--- src/rtl/dual_buffer_sched_pkg.sv ---
// Shared definitions for the dual-buffer scheduler.
// Holds the symbol constants that split the input stream into
// luggage / passenger / end, the 2-bit symbol class encoding and the
// 3-bit FSM state encoding.
package dual_buffer_sched_pkg;

  localparam logic [7:0] LUG_MIN = 8'h31;  // '1'
  localparam logic [7:0] LUG_MAX = 8'h39;  // '9'
  localparam logic [7:0] END_SYM = 8'h24;  // '$'

  typedef enum logic [1:0] {
    SYM_LUGGAGE   = 2'b00,
    SYM_PASSENGER = 2'b01,
    SYM_END       = 2'b10
  } sym_class_e;

  typedef enum logic [2:0] {
    IDLE       = 3'd0,
    ACCEPT     = 3'd1,
    DRAIN_FIFO = 3'd2,
    DRAIN_LIFO = 3'd3,
    DONE       = 3'd4
  } state_e;

endpackage

--- src/rtl/dual_buffer_sched_symbol_classify.sv ---
// Combinational symbol classifier.
//   data_in   : incoming symbol
//   sym_class : LUGGAGE for '1'..'9', END for '$', PASSENGER otherwise
module symbol_classify
  import dual_buffer_sched_pkg::*;
#(
  parameter int DATA_WIDTH = 8
) (
  input  logic [DATA_WIDTH-1:0] data_in,
  output sym_class_e            sym_class
);

  always_comb begin
    sym_class = SYM_PASSENGER;
    if (data_in == DATA_WIDTH'(END_SYM))
      sym_class = SYM_END;
    else if (data_in >= DATA_WIDTH'(LUG_MIN) && data_in <= DATA_WIDTH'(LUG_MAX))
      sym_class = SYM_LUGGAGE;
  end

endmodule

--- src/rtl/dual_buffer_sched.sv ---
// Dual-buffer scheduler: routes a symbol stream into an external passenger
// FIFO and luggage stack, then drains the FIFO followed by the stack.
//   clk, reset           : clock, synchronous active-high reset
//   ready, data_in       : upstream symbol handshake / symbol
//   fifo_empty/full      : passenger FIFO status
//   lifo_empty/full      : luggage stack status
//   fifo_wr_en/rd_en     : passenger FIFO push / pop (combinational)
//   lifo_wr_en/rd_en     : luggage stack push / pop (combinational)
//   out_sel              : output mux select, 0 = FIFO, 1 = stack
//   valid                : a popped item is on the output this cycle
//   done, overflow       : sticky status flags
//   pass_cnt, lug_cnt    : saturating acceptance counters
module dual_buffer_sched
  import dual_buffer_sched_pkg::*;
#(
  parameter int DATA_WIDTH = 8,
  parameter int CNT_W      = 5
) (
  input  logic                  clk,
  input  logic                  reset,
  input  logic                  ready,
  input  logic [DATA_WIDTH-1:0] data_in,
  input  logic                  fifo_empty,
  input  logic                  fifo_full,
  input  logic                  lifo_empty,
  input  logic                  lifo_full,
  output logic                  fifo_wr_en,
  output logic                  fifo_rd_en,
  output logic                  lifo_wr_en,
  output logic                  lifo_rd_en,
  output logic                  out_sel,
  output logic                  valid,
  output logic                  done,
  output logic                  overflow,
  output logic [CNT_W-1:0]      pass_cnt,
  output logic [CNT_W-1:0]      lug_cnt
);

  localparam logic [CNT_W-1:0] CNT_MAX = '1;

  sym_class_e cls;
  state_e     state;

  symbol_classify #(.DATA_WIDTH(DATA_WIDTH)) u_classify (
    .data_in  (data_in),
    .sym_class(cls)
  );

  // Buffer strobes must act in the cycle the symbol is presented, so they
  // are decoded from the current state; reset masks them immediately.
  always_comb begin
    fifo_wr_en = 1'b0;
    fifo_rd_en = 1'b0;
    lifo_wr_en = 1'b0;
    lifo_rd_en = 1'b0;
    out_sel    = 1'b0;
    valid      = 1'b0;
    if (!reset) begin
      case (state)
        ACCEPT: if (ready) begin
          if (cls == SYM_PASSENGER) fifo_wr_en = !fifo_full;
          if (cls == SYM_LUGGAGE)   lifo_wr_en = !lifo_full;
        end
        DRAIN_FIFO: begin
          fifo_rd_en = !fifo_empty;
          valid      = !fifo_empty;
        end
        DRAIN_LIFO: begin
          lifo_rd_en = !lifo_empty;
          valid      = !lifo_empty;
          out_sel    = 1'b1;
        end
        default: ;
      endcase
    end
  end

  always_ff @(posedge clk) begin
    if (reset) begin
      state    <= IDLE;
      pass_cnt <= '0;
      lug_cnt  <= '0;
      overflow <= 1'b0;
      done     <= 1'b0;
    end else begin
      case (state)
        // The first valid symbol only wakes the FSM; upstream keeps it.
        IDLE: if (ready) state <= ACCEPT;
        ACCEPT: if (ready) begin
          case (cls)
            SYM_END: state <= DRAIN_FIFO;
            SYM_PASSENGER: begin
              if (fifo_full) overflow <= 1'b1;
              else if (pass_cnt != CNT_MAX) pass_cnt <= pass_cnt + 1'b1;
            end
            SYM_LUGGAGE: begin
              if (lifo_full) overflow <= 1'b1;
              else if (lug_cnt != CNT_MAX) lug_cnt <= lug_cnt + 1'b1;
            end
            default: ;
          endcase
        end
        DRAIN_FIFO: if (fifo_empty) state <= DRAIN_LIFO;
        DRAIN_LIFO: if (lifo_empty) begin
          state <= DONE;
          done  <= 1'b1;
        end
        DONE:    done  <= 1'b1;
        default: state <= IDLE;
      endcase
    end
  end

endmodule

--- config.mk ---
export PLATFORM = sky130hd
export DESIGN_NAME = dual_buffer_sched
export DESIGN_NICKNAME = d
export VERILOG_FILES = /design/src/rtl/dual_buffer_sched_pkg.sv /design/src/rtl/dual_buffer_sched_symbol_classify.sv /design/src/rtl/dual_buffer_sched.sv
export SDC_FILE = /design/constraint.sdc
export NUM_CORES = 1
export LEC_CHECK = 0
export ABC_AREA = 1
export ABC_CLOCK_PERIOD_IN_PS = 1250
export BUFFER_PORTS_ARGS = -buffer_cell sky130_fd_sc_hd__buf_2
export CAP_MARGIN = 20
export CELL_PAD_IN_SITES_DETAIL_PLACEMENT = 1
export CELL_PAD_IN_SITES_GLOBAL_PLACEMENT = 2
export CORE_ASPECT_RATIO = 0.6
export CORE_MARGIN = 4
export CORE_UTILIZATION = 23
export CTS_BUF_LIST = sky130_fd_sc_hd__clkbuf_16
export DETAILED_ROUTE_END_ITERATION = 8
export GPL_TIMING_DRIVEN = 0
export PLACE_DENSITY_LB_ADDON = 0.25
export SLEW_MARGIN = 25
export SYNTH_ARGS = -nofsm -noshare
export SYNTH_HDL_FRONTEND = slang
export SYNTH_SLANG_ARGS = --single-unit
--- constraint.sdc ---
create_clock -name clk -period 1.25 [get_ports clk]
set_input_delay 0.0625 -clock clk [delete_from_list [all_inputs] [get_ports clk]]
set_output_delay 0.0625 -clock clk [all_outputs]
set_load 0.05 [all_outputs]
==> out/qor.csv, run 1 <==
metric,value,unit
critical path start-end classification,flip-flop to flip-flop,
Post-DP Area,0.001262,sq mm
violated checks,setup timing,
wire length of the first global-routing pass,5.306,mm
number of storage elements in the synthesis netlist,15,
library cell occupying the most area in the post-synthesis netlist,sky130_fd_sc_hd__dfxtp_1,
cell types occupying the most area after synthesis,"sky130_fd_sc_hd__dfxtp_1 31%, sky130_fd_sc_hd__nand2_1 10%, sky130_fd_sc_hd__nor2_1 10%",
worst-case clock skew,2.041,ps
Area Overhead vs Synth,68.83,%
post-route clock period utilization,112.4,%
TritonCTS Sinks,15,
element type at the critical path end,flip-flop,
category of the worst setup path launch point,flip-flop,
Row Count,17,
distinct cell type count of the synthesized netlist,23,
Worst-Margin Slew,732.6,ps
fin. max-slew vios,0,
most frequent standard cell in the layout excluding fill and tap cells,sky130_fd_sc_hd__buf_2,
global-route total usage across every layer,12.32,%
FMAX,711.6,MHz
worst min path class,primary input to flip-flop,
Final setup violation count,16,
hold endpoint,lug_cnt[4],
outcome,finished with violations,
depth of the worst hold-timing path,4,
leakage power figure,0.6901,nW
post-CTS clock slew at the launch and capture registers of the worst setup and hold paths,50,ps
Overflow after GRT,0,
cell depth of the worst flop-to-flop path,8,
count of mapped cells out of synthesis,143,
sequential share of the synthesized area,31.17,%
CTS root buf,sky130_fd_sc_hd__clkbuf_16,
number of nets in the synthesized netlist,162,
WL final,3.241,mm
Initial Utilization,25.02,%
wire length per cell after detailed routing,12.86,um
vias in the first global route,1114,
layout cell share with drive strength beyond 1,53.85,%
total count of hold-check failures in the final report,0,
die boundary height,58.13,um
Final Worst Setup Slack,-155.4,ps
routed via count,1107,
clock latency on the worst-skew pair,250,ps
Vias per Instance,4.393,
synthesized area divided by synthesized cell count,6.737,sq um
Hold Crit Start,lifo_full,
endpoint required time on the critical path,1350,ps
maximum clock path buffer count,2,
number of synthesis warnings,0,
area of the core region,0.003850,sq mm
largest net degree at the start of global routing,11,
launching element of the worst setup path,pass_cnt[0],
number of antenna violations at the first check in global routing,0,
Routability Congestion,0.7426,
H-tree levels,1,
share of the synthesized area in the top cell type,31.17,%
cell area after layout,0.001627,sq mm
number of I/O pins,33,
VDD IR max,0.4017,mV
post-route minimum period,1405,ps
die width,91.56,um
power per cell area,962.7,mW/mm^2
worst r2r src,pass_cnt[0],
TritonCTS clock tree,done,
Inserted Clock Buffers,3,
"top library cells by usage in the layout, fill and taps aside","25 x sky130_fd_sc_hd__buf_2, 19 x sky130_fd_sc_hd__nand2_1, 18 x sky130_fd_sc_hd__nor2_1, 15 x sky130_fd_sc_hd__inv_1, 15 x sky130_fd_sc_hd__buf_4",
Filler Cell Count,481,
worst-path maximum fanout,4,
setup repair after global routing missed its margin,yes,
total power of the final layout,1.566,mW
Mapped Area,963.4,sq um
overall die area,0.005322,sq mm
slack of the worst reg-to-reg path,-160,ps
Critical Path AT,1510,ps
Max transition margin,51.16,%
maxcap violations,0,
total number of nets in the final design,215,
Port Buffer Count,31,
DRC errors left,0,
starting DRC count in detailed routing,22,
Final ANT Viol Nets,0,
diodes inserted,0,
r2r endpoint,pass_cnt[2],
post-DP HPWL,2.300,mm
Detailed Routing Iterations Pass 1,4,
[cells in the mapped netlist (all sizes together)]
cell    instances
o211ai          1
nand3          13
nor3            3
xor2            4
nor2           29
inv            20
clkbuf          2
a21oi          12
nand4           7
dfxtp          15
nand2          28
ha              4
clkinv          1
o21ai           4
[kinds of logic (layout without fill, tap and decap cells)]
| kind of cell | after synthesis | after routing | share of synthesized area, % |
|---|---|---|---|
| fa+ha+maj | 4 | 4 | 5.195 |
| xor+xnor | 4 | 4 | 3.636 |
| simple gates | 80 | 80 | 41.43 |
| compound gates | 17 | 17 | 9.092 |
| flops | 15 | 15 | 31.17 |
| buf+inv | 23 | 75 | 9.481 |
[through the flow]
| stage | hold slack (ps) | instances | setup TNS, ps | util, % | setup WS [ps] |
|---|---|---|---|---|---|
| floorplan | 250.4 | 143 | -679.1 | - | -93.43 |
| detailed placement | 402.0 | 231 | -1938 | 32.79 | -238.0 |
| finish | 140.9 | 252 | -984.0 | 42.25 | -155.4 |
| global placement | 393.2 | 231 | -1449 | 32.79 | -164.8 |
| CTS | 145.0 | 247 | -1014 | 39.55 | -164.1 |
| global route | 163.1 | 252 | -2172 | 42.25 | -213.1 |
[flip-flops by register name (all words and copies together), names as in the netlist]
signal    count
pass_cnt      5
lug_cnt       5
state         3
overflow      1
done          1
[routing by layer]
metal,share of wire (%),vias to the layer above,GRT usage [%]
met5,0,-,0
met4,0.34,0,0.6438
met3,4.2,2,4.280
met2,46,19,19.73
met1,50,514,16.83
li1,-,572,-
[repair_timing]
item | 4_1_cts | 5_1_grt
hold buffers | 0 | 0
pin swaps | 12 | 15
gates resized for setup | 29 | 20
cloned | 0 | 0
hold endpoints to repair | 0 | 0
setup endpoints to repair | 18 | 18
setup buffers | 12 | 5
[worst max-delay path, cell delays in order, from the launching register on]
cell                      delay [ps]
sky130_fd_sc_hd__dfxtp_4         350
sky130_fd_sc_hd__ha_4            150
sky130_fd_sc_hd__nand2_2          70
sky130_fd_sc_hd__nor2_2           40
sky130_fd_sc_hd__ha_2            190
sky130_fd_sc_hd__inv_4            50
sky130_fd_sc_hd__nand4_1         210
sky130_fd_sc_hd__nand2_1         140
sky130_fd_sc_hd__a21oi_2          60
[layout make-up]
| type | instances | area [sq um] | share of cell area, % |
|---|---|---|---|
| well taps | 57 | 71.32 | 4.385 |
| inverters | 21 | 93.84 | 5.769 |
| multi-input cells | 105 | 718.2 | 44.15 |
| repair buffers | 48 | 324.1 | 19.92 |
| flip-flops and latches | 15 | 331.6 | 20.38 |
| clock buffers | 3 | 75.07 | 4.615 |
| plain buffers | 2 | 7.507 | 0.4615 |
| clock inverters | 1 | 5.005 | 0.3077 |
[power breakdown]
group / total (mW) / leakage [nW] / switching (mW) / internal (mW)
clock network: 0.635 / 0.0409 / 0.208 / 0.428
logic: 0.396 / 0.520 / 0.241 / 0.155
registers: 0.534 / 0.129 / 0.0375 / 0.497
[how the worst max path moves through the flow]
stage | depth (start not counted) | end | slack, ps
3_3_place_gp | 8 | pass_cnt[1] | -160
6_report | 8 | pass_cnt[2] | -160
3_5_place_dp | 8 | pass_cnt[2] | -240
4_1_cts | 8 | pass_cnt[2] | -160
2_1_floorplan | 8 | pass_cnt[4] | -90
5_1_grt | 8 | pass_cnt[3] | -210
(Power assumes the default switching activity.)
==> inputs of run 2 (changes only) <==
--- a/config.mk
+++ b/config.mk
@@ -5,15 +5,13 @@
 export SDC_FILE = /design/constraint.sdc
 export NUM_CORES = 1
 export LEC_CHECK = 0
-export ABC_AREA = 1
-export ABC_CLOCK_PERIOD_IN_PS = 1250
 export BUFFER_PORTS_ARGS = -buffer_cell sky130_fd_sc_hd__buf_2
 export CAP_MARGIN = 20
 export CELL_PAD_IN_SITES_DETAIL_PLACEMENT = 1
 export CELL_PAD_IN_SITES_GLOBAL_PLACEMENT = 2
 export CORE_ASPECT_RATIO = 0.6
 export CORE_MARGIN = 4
-export CORE_UTILIZATION = 23
+export CORE_UTILIZATION = 24
 export CTS_BUF_LIST = sky130_fd_sc_hd__clkbuf_16
 export DETAILED_ROUTE_END_ITERATION = 8
 export GPL_TIMING_DRIVEN = 0
==> run 2 against run 1 <==
Against the previous run: the flow still finishes with violations (setup timing); clock-buffer cell count is the same; global-route usage rose by 2.3 points; combinational power grew 5.8%; clock skew rose by 1.4 ps; critical path depth decreased by 1; fmax is 14% lower; power shrank 0.25%; first-iteration DRC count up 23%; sequential power down 3.9%; largest cell class unchanged; highest routed layer unchanged.
==> out/qor.csv, run 2 <==
metric,value,unit,change
outcome,finished with violations,,unchanged
violated checks,setup timing,,unchanged
Max transition margin,62.17,%,was 51.16%
number of I/O pins,33,,unchanged
number of storage elements in the synthesis netlist,15,,unchanged
distinct cell type count of the synthesized netlist,36,,was 23
starting DRC count in detailed routing,27,,was 22
critical path start-end classification,flip-flop to flip-flop,,unchanged
most used standard cell by instance count after synthesis,sky130_fd_sc_hd__dfxtp_1,,
total power of the final layout,1.562,mW,was 1.566 mW
element type at the critical path end,flip-flop,,unchanged
registers with the most flip-flops,"lug_cnt: 5 flops, pass_cnt: 5 flops, state: 3 flops",,unchanged
diodes inserted,0,,unchanged
VDD IR max,0.6340,mV,was 0.4017 mV
Final Worst Setup Slack,-386.5,ps,was -155.4 ps
cell types occupying the most area after synthesis,"sky130_fd_sc_hd__dfxtp_1 34%, sky130_fd_sc_hd__ha_1 5.6%, sky130_fd_sc_hd__nor2_1 5.5%",,"was sky130_fd_sc_hd__dfxtp_1 31%, sky130_fd_sc_hd__nand2_1 10%, sky130_fd_sc_hd__nor2_1 10%"
post-CTS clock slew at the launch and capture registers of the worst setup and hold paths,50,ps,about the same
Routability Congestion,0.8218,,was 0.7426
Post-DP Area,0.001229,sq mm,was 0.001262 sq mm
Mapped Area,888.4,sq um,was 963.4 sq um
endpoint required time on the critical path,1430,ps,was 1350 ps
TritonCTS clock tree,done,,unchanged
fin. max-slew vios,0,,unchanged
Inserted Clock Buffers,3,,unchanged
worst-case clock skew,3.413,ps,was 2.041 ps
cell area after layout,0.001594,sq mm,was 0.001627 sq mm
cells along the critical path,"ha_4, and3_4, ha_4, nor3_4, o21ai_4, or3_4, a21oi_2",,"was ha_4, nand2_2, nor2_2, ha_2, inv_4, nand4_1, nand2_1, a21oi_2"
vias in the first global route,993,,was 1114
DRC errors left,0,,unchanged
largest net degree at the start of global routing,11,,unchanged
global-route total usage across every layer,14.58,%,was 12.32%
Worst-Margin Slew,562.2,ps,was 732.6 ps
number of synthesis warnings,0,,unchanged
post-route minimum period,1636,ps,was 1405 ps
post-route clock period utilization,130.9,%,was 112.4%
Vias per Instance,4.929,,was 4.393
Overflow after GRT,0,,unchanged
main flop type after synthesis,sky130_fd_sc_hd__dfxtp_1,,unchanged
category of the worst setup path launch point,flip-flop,,unchanged
sequential share of the synthesized area,33.80,%,was 31.17%
H-tree levels,1,,unchanged
Row Count,16,,was 17
TritonCTS Sinks,15,,unchanged
Final ANT Viol Nets,0,,unchanged
routed via count,966,,was 1107
leakage power figure,0.6575,nW,was 0.6901 nW
Final setup violation count,19,,was 16
post-route non-filler standard cell count,196,,was 252
total count of hold-check failures in the final report,0,,unchanged
layout cell share with drive strength beyond 1,60.26,%,was 53.85%
final cell utilization of the core,46.84,%,was 42.25%
FMAX,611.1,MHz,was 711.6 MHz
number of antenna violations at the first check in global routing,0,,unchanged
WL final,3.388,mm,was 3.241 mm
total number of nets in the final design,171,,was 215
synthesized area divided by synthesized cell count,8.884,sq um,was 6.737 sq um
worst-path maximum fanout,6,,was 4
most frequent standard cell in the layout excluding fill and tap cells,sky130_fd_sc_hd__buf_2,,unchanged
worst setup slack after placement,-490.6,ps,was -238.0 ps
setup repair after global routing missed its margin,yes,,unchanged
area of the core region,0.003403,sq mm,was 0.003850 sq mm
worst min path class,primary input to flip-flop,,unchanged
share of the synthesized area in the top cell type,33.80,%,was 31.17%
count of mapped cells out of synthesis,100,,was 143
library cell occupying the most area in the post-synthesis netlist,sky130_fd_sc_hd__dfxtp_1,,unchanged
wire length of the first global-routing pass,5.133,mm,was 5.306 mm
wire length per cell after detailed routing,17.29,um,was 12.86 um
fraction of synthesis flops using an asynchronous set or reset pin,0,%,unchanged
Initial Utilization,26.10,%,was 25.02%
maximum clock path buffer count,2,,unchanged
post-DP HPWL,2.138,mm,was 2.300 mm
Filler Cell Count,396,,was 481
CTS Hold Buffers Added,0,,unchanged
Detailed Routing Iterations Pass 1,4,,unchanged
die boundary height,55.13,um,was 58.13 um
power per cell area,979.8,mW/mm^2,was 962.7 mW/mm^2
leading post-synthesis cells by instance count,"15 x sky130_fd_sc_hd__dfxtp_1, 13 x sky130_fd_sc_hd__nor2_1, 8 x sky130_fd_sc_hd__a21oi_1",,"was 26 x sky130_fd_sc_hd__nand2_1, 26 x sky130_fd_sc_hd__nor2_1, 18 x sky130_fd_sc_hd__inv_1"
CTS root buf,sky130_fd_sc_hd__clkbuf_16,,unchanged
cell repeated most along the worst path,sky130_fd_sc_hd__ha_4,,
cell type of the slowest stage on the worst timing path,sky130_fd_sc_hd__dfxtp_4,,unchanged
number of enable-type register cells in the synthesized netlist,0,,unchanged
maxcap violations,0,,unchanged
die width,86.55,um,was 91.56 um
placed insts,175,,was 231
"top library cells by usage in the layout, fill and taps aside","24 x sky130_fd_sc_hd__buf_2, 11 x sky130_fd_sc_hd__buf_6, 11 x sky130_fd_sc_hd__buf_4, 10 x sky130_fd_sc_hd__nor2_1, 7 x sky130_fd_sc_hd__dfxtp_4",,"was 25 x sky130_fd_sc_hd__buf_2, 19 x sky130_fd_sc_hd__nand2_1, 18 x sky130_fd_sc_hd__nor2_1, 15 x sky130_fd_sc_hd__inv_1, 15 x sky130_fd_sc_hd__buf_4"
number of nets in the synthesized netlist,119,,was 162
max incr delay on CP,350,ps,about the same
Port Buffer Count,30,,was 31
clock latency on the worst-skew pair,250,ps,about the same
overall die area,0.004771,sq mm,was 0.005322 sq mm
Area Overhead vs Synth,79.44,%,was 68.83%
Critical Path AT,1810,ps,was 1510 ps
==> run 2: cells by family (layout without fill, tap and decap cells) <==
| logic type | count (synthesis) | count (layout) | share of synthesized area (%) |
|---|---|---|---|
| AOI/OAI and AO/OA | 17 | 17 | 12.25 |
| DFF | 15 | 15 | 33.80 |
| muxes | 4 | 4 | 4.507 |
| buffers and inverters | 6 | 57 | 2.535 |
| xor gates and xnor gates | 4 | 4 | 3.944 |
| and+or+nand+nor | 50 | 50 | 37.33 |
| adders and majority gates | 4 | 4 | 5.634 |
==> run 2: what timing repair did <==
action                     CTS  global route
gates cloned                 0             0
pin swaps                   15             5
hold endpoints to repair     0             0
setup endpoints to repair   20            21
gates resized for setup     33            10
buffers inserted            13             4
==> run 2: per-stage QoR <==
step	setup TNS, ps	hold slack [ps]
global placement	-5210	412.3
global route	-6110	244.2
finish	-4661	220.3
floorplan	-4233	188.7
detailed placement	-5859	419.6
CTS	-4207	164.3
==> run 2: worst max-delay path, delay by kind of cell, from the launching register on <==
family | cells | cell delay, ps
compound gates | 2 | 240
fa+ha+maj | 2 | 310
flops | 1 | 350
simple gates | 3 | 670
==> run 2: area by class of cell <==
type	count	area (sq um)	area share, %
Buffer	3	11.26	0.7064
Clock buffer	3	75.07	4.710
Clock inverter	1	5.005	0.3140
Inverter	3	11.26	0.7064
Multi-Input combinational cell	79	764.5	47.96
Sequential cell	15	329.1	20.64
Tap cell	45	56.30	3.532
Timing Repair Buffer	47	341.6	21.43
==> run 2: power breakdown <==
part | switching (mW) | total, mW | internal (mW)
clock network | 0.202 | 0.630 | 0.428
logic | 0.239 | 0.419 | 0.180
registers | 0.0208 | 0.513 | 0.492
total | 0.462 | 1.56 | 1.10
==> run 2: path summary, 6_finish.rpt <==
check             slack [ps]     endpoint  depth (start not counted)   startpoint
setup / recovery        -390  pass_cnt[3]                          7  pass_cnt[0]
hold / removal           220         done                          3   lifo_empty
setup reg to reg        -390  pass_cnt[3]                          7  pass_cnt[0]
hold reg to reg          530  pass_cnt[2]                          2  pass_cnt[2]
==> run 2: metal layers <==
metal  global-route usage (%)  part of all wire (%)
met4                    3.627                   1.1
met5                        0                     0
met1                    17.80                    45
met2                    26.14                    48
met3                    3.846                   6.1
